## src/rtl/commit_trace_buffer_pkg.sv

```systemverilog
// Shared types and constants for the commit trace buffer.
// Optional counters are enabled by defining COMMIT_TRACE_COUNTERS_EN.
package commit_trace_buffer_pkg;

    localparam int unsigned XLEN = 64;
    localparam int unsigned ILEN = 32;
    localparam int unsigned RW   = 5;

    localparam logic [ILEN-1:0] TRAP_INSTR = 32'h0005006b;

    typedef struct packed {
        logic [XLEN-1:0] pc;
        logic [ILEN-1:0] instr;
        logic            wen;
        logic [RW-1:0]   wdest;
        logic [XLEN-1:0] wdata;
    } commit_rec_t;

    typedef enum logic {
        RUN    = 1'b0,
        HALTED = 1'b1
    } state_t;

endpackage

```

## src/rtl/commit_trace_buffer.sv

```systemverilog
// Multi-lane commit trace FIFO with trap detection and halt.
// Define COMMIT_TRACE_COUNTERS_EN to build the cycle/instruction counters.
module commit_trace_buffer
    import commit_trace_buffer_pkg::*;
#(
    parameter int unsigned NPORTS = 2,
    parameter int unsigned DEPTH  = 8
) (
    input  logic                   clk,
    input  logic                   reset,
    input  logic [NPORTS-1:0]      in_valid,
    input  logic [NPORTS*64-1:0]   in_pc,
    input  logic [NPORTS*32-1:0]   in_instr,
    input  logic [NPORTS-1:0]      in_wen,
    input  logic [NPORTS*5-1:0]    in_wdest,
    input  logic [NPORTS*64-1:0]   in_wdata,
    output logic                   in_ready,
    input  logic [63:0]            a0,
    output logic                   out_valid,
    input  logic                   out_ready,
    output logic [63:0]            out_pc,
    output logic [31:0]            out_instr,
    output logic                   out_wen,
    output logic [4:0]             out_wdest,
    output logic [63:0]            out_wdata,
    output logic                   trap_valid,
    output logic [7:0]             trap_code,
    output logic [63:0]            trap_pc,
    output logic [63:0]            cycle_cnt,
    output logic [63:0]            instr_cnt
);

    localparam int unsigned PW = $clog2(DEPTH);
    localparam int unsigned CW = PW + 1;

    commit_rec_t       mem [DEPTH];
    logic [PW-1:0]     head;
    logic [PW-1:0]     tail;
    logic [CW-1:0]     count;
    state_t            state;

    logic              accept;
    logic              deq;
    logic [CW-1:0]     n_enq;
    logic [PW-1:0]     slot [NPORTS];
    commit_rec_t       lane_rec [NPORTS];
    commit_rec_t       head_rec;
    logic              unused_a0;

    assign unused_a0 = ^a0[63:8];

    // Prefix count of valid lanes gives each lane its slot offset from tail.
    always_comb begin
        n_enq = '0;
        for (int i = 0; i < int'(NPORTS); i++) begin
            slot[i]           = tail + PW'(n_enq);
            lane_rec[i].pc    = in_pc[i*64 +: 64];
            lane_rec[i].instr = in_instr[i*32 +: 32];
            lane_rec[i].wen   = in_wen[i] && (in_wdest[i*5 +: 5] != 5'd0);
            lane_rec[i].wdest = in_wdest[i*5 +: 5];
            lane_rec[i].wdata = in_wdata[i*64 +: 64];
            if (in_valid[i]) begin
                n_enq = n_enq + CW'(1);
            end
        end
    end

    // Handshakes depend only on start-of-cycle state, never on a same-cycle dequeue.
    assign in_ready  = reset && (state == RUN) && ((CW'(DEPTH) - count) >= CW'(NPORTS));
    assign out_valid = reset && (state == RUN) && (count != '0);
    assign accept    = in_ready;
    assign deq       = out_valid && out_ready;

    assign head_rec  = mem[head];
    assign out_pc    = head_rec.pc;
    assign out_instr = head_rec.instr;
    assign out_wen   = head_rec.wen;
    assign out_wdest = head_rec.wdest;
    assign out_wdata = head_rec.wdata;

    // Storage carries no reset; stale entries are unreachable once pointers clear.
    always_ff @(posedge clk) begin
        if (accept) begin
            for (int i = 0; i < int'(NPORTS); i++) begin
                if (in_valid[i]) begin
                    mem[slot[i]] <= lane_rec[i];
                end
            end
        end
    end

    always_ff @(posedge clk) begin
        if (!reset) begin
            head       <= '0;
            tail       <= '0;
            count      <= '0;
            state      <= RUN;
            trap_valid <= 1'b0;
            trap_code  <= 8'd0;
            trap_pc    <= 64'd0;
        end else begin
            trap_valid <= 1'b0;
            if (accept) begin
                tail <= tail + PW'(n_enq);
            end
            if (deq) begin
                head <= head + PW'(1);
            end
            count <= count + (accept ? n_enq : CW'(0)) - (deq ? CW'(1) : CW'(0));
            if (deq && (head_rec.instr == TRAP_INSTR)) begin
                state      <= HALTED;
                trap_valid <= 1'b1;
                trap_pc    <= head_rec.pc;
                trap_code  <= a0[7:0];
            end
        end
    end

`ifdef COMMIT_TRACE_COUNTERS_EN
    // Counters run only while RUN; HALTED freezes them until reset.
    always_ff @(posedge clk) begin
        if (!reset) begin
            cycle_cnt <= 64'd0;
            instr_cnt <= 64'd0;
        end else if (state == RUN) begin
            cycle_cnt <= cycle_cnt + 64'd1;
            if (deq) begin
                instr_cnt <= instr_cnt + 64'd1;
            end
        end
    end
`else
    assign cycle_cnt = 64'd0;
    assign instr_cnt = 64'd0;
`endif

endmodule

```

## config.mk

```make
export PLATFORM = sky130hd
export DESIGN_NAME = commit_trace_buffer
export DESIGN_NICKNAME = d
export VERILOG_FILES = /design/src/rtl/commit_trace_buffer_pkg.sv /design/src/rtl/commit_trace_buffer.sv
export SDC_FILE = /design/constraint.sdc
export NUM_CORES = 2
export LEC_CHECK = 0
export CORE_ASPECT_RATIO = 2
export CORE_MARGIN = 8
export CORE_UTILIZATION = 40
export CTS_CLUSTER_SIZE = 28
export DETAILED_ROUTE_END_ITERATION = 7
export DONT_BUFFER_PORTS = 1
export GPL_TIMING_DRIVEN = 0
export PLACE_DENSITY = 0.52
export SLEW_MARGIN = 20
export SYNTH_ARGS = -nofsm -noshare
export SYNTH_HDL_FRONTEND = slang
export SYNTH_SLANG_ARGS = --single-unit
```

## constraint.sdc

```tcl
create_clock -name clk -period 23.3 [get_ports clk]
set_clock_uncertainty 0.05 [all_clocks]
set_input_delay 1.165 -clock clk [delete_from_list [all_inputs] [get_ports clk]]
set_output_delay 1.165 -clock clk [all_outputs]
set_load 0.05 [all_outputs]
```

==> impl_metrics.env <==
export IMPL_place_detailed_hpwl_um=161000
export IMPL_synth_top_cells_by_area="edfxtp_1 (57%), mux2_2 (24%), mux4_2 (10%), dfxtp_1 (2.5%), buf_4 (1.4%)"
export IMPL_synth_most_common_cell="mux2_2"
export IMPL_post_drt_wl_per_cell_um=32.3
export IMPL_yosys_warnings=0
export IMPL_final_hold_violation_count=0
export IMPL_timing_max_cap_violations=0
export IMPL_final_layout_size_suffix_gt1_share_pct=54.4
export IMPL_regToRegStartpoint="count[0]"
export IMPL_die_height_um=609
export IMPL_first_global_vias=41400
export IMPL_clock_power_share_pct=31.1
export IMPL_startpoint_type_of_the_worst_setup_path="flip-flop"
export IMPL_ir_worst_vdd_uv=72.9
export IMPL_async_flop_share_pct=0
export IMPL_avgSynthCellArea_um2=17.6
export IMPL_worst_ep_required_time_ps=22090
export IMPL_worst_path_max_fanout=10
export IMPL_grt_busiest_layer="met2"
export IMPL_post_cts_setup_repair_buffer_count=0
export IMPL_grtUsageMet1_pct=28.0
export IMPL_synth_top_cell_area_share_pct=56.6
export IMPL_largest_net_degree_at_the_start_of_global_routing=17
export IMPL_total_power_w=0.00764
export IMPL_core_region_area_um2=176000
export IMPL_grt_remaining_overflow=0
export IMPL_power_net_switching_w=0.00242
export IMPL_postRouteWirelength_um=224000
export IMPL_drv_slew=0
export IMPL_switching_share_pct=31.6
export IMPL_path_class="reg -> out"
export IMPL_finalSetupViolCount=0
export IMPL_vias=39050
export IMPL_grt_antenna_before_repair=9
export IMPL_synth_edff_count=1328
export IMPL_synth_to_final_area_change_pct=15.1
export IMPL_power_combinational_fraction_pct=27.3
export IMPL_ys_top_cells_by_count="mux2_2 (1479), edfxtp_1 (1328), mux4_2 (319)"
export IMPL_period_share_pct=29.7
export IMPL_gr_usage_met3_pct=10.5
export IMPL_grt_pass1_wl_um=316000
export IMPL_met2_usage_pct=36.8
export IMPL_clock_pin_slew_worst_setup_and_hold_paths_ps=60
export IMPL_clockBufferDepth=4
export IMPL_worst_skew_pair_late_latency_ps=800
export IMPL_drc_violation_total_after_the_first_tritonroute_iteration=2921
export IMPL_globalplace_congestion=0.775
export IMPL_port_buffers=0
export IMPL_cp_data_arrival_time_ps=5710
export IMPL_number_of_search_and_repair_iterations_in_the_first_detailed_routing_pass=5
export IMPL_htree_num_levels=4
export IMPL_power_sequential_fraction_pct=41.6
export IMPL_viasPerCell=5.62
export IMPL_holdBufCountCts=0
export IMPL_worst_slew_pin_slew_ps=1170
export IMPL_drt_antenna_violating_nets=0
export IMPL_route_detailed_drc=0
export IMPL_fmax_ghz=0.144
export IMPL_min_delay_start="state"
export IMPL_layout_min_cycle_time_ps=6920
export IMPL_maxSlewHeadroom_pct=21.8
export IMPL_cts_tree="yes"
export IMPL_yosysUniqueCellTypes=49
export IMPL_sink_count_of_the_clock_tree=1415
export IMPL_fin_tns_setup_ps=0
export IMPL_mapped_cell_area_um2=70400
export IMPL_nets=4946
export IMPL_grt_util_all_layers_pct=22.8
export IMPL_tritoncts_num_buffers=148
export IMPL_power_per_cell_area_nw_per_um2=94.3
export IMPL_cell_count_after_synthesis=4000
export IMPL_pin_count=770
export IMPL_fp_row_count=218
export IMPL_dominantRegCellSynth="edfxtp_1"
export IMPL_fp_dieW_um=313
export IMPL_setup_repair_after_global_routing_missed_its_margin="no"
export IMPL_yosysSeqAreaShare_pct=59.1
export IMPL_design_die_area_um2=191000
export IMPL_initial_core_util_pct=40.1
export IMPL_cts_repair_resized=0
export IMPL_power_static_leakage_nw=27.3
export IMPL_outcome="finished, final reports clean"
export IMPL_postSynthRegisterBits=1415
export IMPL_endpoint_kind="output port"
export IMPL_power_report_internal_total_w=0.00523
export IMPL_min_delay_path_class="reg -> reg"
export IMPL_clock_tree_root_cell="clkbuf_16"
export IMPL_fillers=15255
export IMPL_synth_area_leader_cell="edfxtp_1"
## power groups by stage
stage / clock network (W) / registers, W / logic, W
2_1_floorplan: 0 / 0.00338 / 0.00147
3_3_place_gp: 0 / 0.00364 / 0.00195
3_5_place_dp: 0 / 0.00324 / 0.00211
4_1_cts: 0.00244 / 0.00318 / 0.00211
5_1_grt: 0.00252 / 0.00320 / 0.00220
6_report: 0.00238 / 0.00318 / 0.00209
## cells in the final DEF (no fill, tap or decap), types with 5 or more instances in the layout
cell,Yosys,routed
buf_2,99,226
buf_1,44,44
clkinv_2,0,14
mux4_1,11,11
clkinv_1,0,20
buf_8,0,25
nand2_1,171,171
clkbuf_1,108,131
clkinvlp_4,0,6
clkbuf_8,0,10
nand3_1,6,6
conb_1,1,128
clkbuf_2,0,11
and2_1,8,8
buf_6,4,22
clkbuf_16,0,157
nor2_1,5,5
mux4_2,319,319
edfxtp_1,1328,1328
buf_12,9,12
inv_1,22,23
mux2_2,1479,1479
bufinv_16,0,9
mux2i_1,89,89
buf_4,130,183
ha_1,13,13
dfxtp_1,87,87
buf_16,0,27
## flip-flops by register name, summed over array words and instances (netlist names), named ones only
register    cells
trap_pc        64
count           4
head            3
trap_valid      1
tail            3
mem          1328
trap_code       8
state           1
## routing by layer
metal | part of all wire, % | wire length (um)
met3 | 12 | 26000
met4 | 2.2 | 5030
met1 | 40 | 88700
met5 | 0.012 | 28
met2 | 47 | 104000
## worst max-delay path, stage by stage, from the launching register on
cell      delay (ps)
dfxtp_1          390
buf_6            180
buf_4            290
buf_2            440
buf_2            570
buf_2            530
clkbuf_1         760
buf_1            800
mux4_2           440
mux2_2           450
## kinds of logic after synthesis
kind of cell	count (synthesis)	share of synthesized area [%]
XOR/XNOR	6	0.0746
adder cells (fa/ha/maj)	15	0.288
AND/OR/NAND/NOR	219	1.39
multiplexers	1899	35.5
flip-flops	1415	59.1
AO/OA/AOI/OAI	29	0.270
buffers and inverters	416	3.34
other	1	0.00532
## per-stage QoR
step | std cells | utilization [%] | setup slack, ps | hold WS [ps] | area, um^2
floorplan | 4127 | - | 3200 | 381 | 70900
global placement | 6437 | 42.0 | -20750 | 395 | 73800
detailed placement | 6690 | 43.4 | 17030 | 398 | 76300
CTS | 6945 | 46.1 | 16140 | 393 | 81000
global route | 6946 | 46.1 | 16150 | 445 | 81000
finish | 6949 | 46.1 | 16380 | 408 | 81000
## area by class of cell
type | instances | area, um^2 | area share, %
Timing Repair Buffer | 253 | 2410 | 2.98
Tap cell | 2310 | 2890 | 3.57
Inverter | 22 | 82.6 | 0.102
Multi-Input combinational cell | 2296 | 27000 | 33.4
Buffer | 394 | 2280 | 2.82
Clock buffer | 201 | 4190 | 5.18
Sequential cell | 1415 | 41600 | 51.4
Antenna cell | 4 | 10.0 | 0.0124
Clock inverter | 54 | 514 | 0.635
## path summary, 6_finish.rpt
path	endpoint	slack, ps	cells after the start
max	out_wdata[1]	16380	9
min	state	410	1
max reg2reg	mem[0][15]	17930	18
min reg2reg	state	410	1
Note: power is estimated with default switching activity, not from simulation.
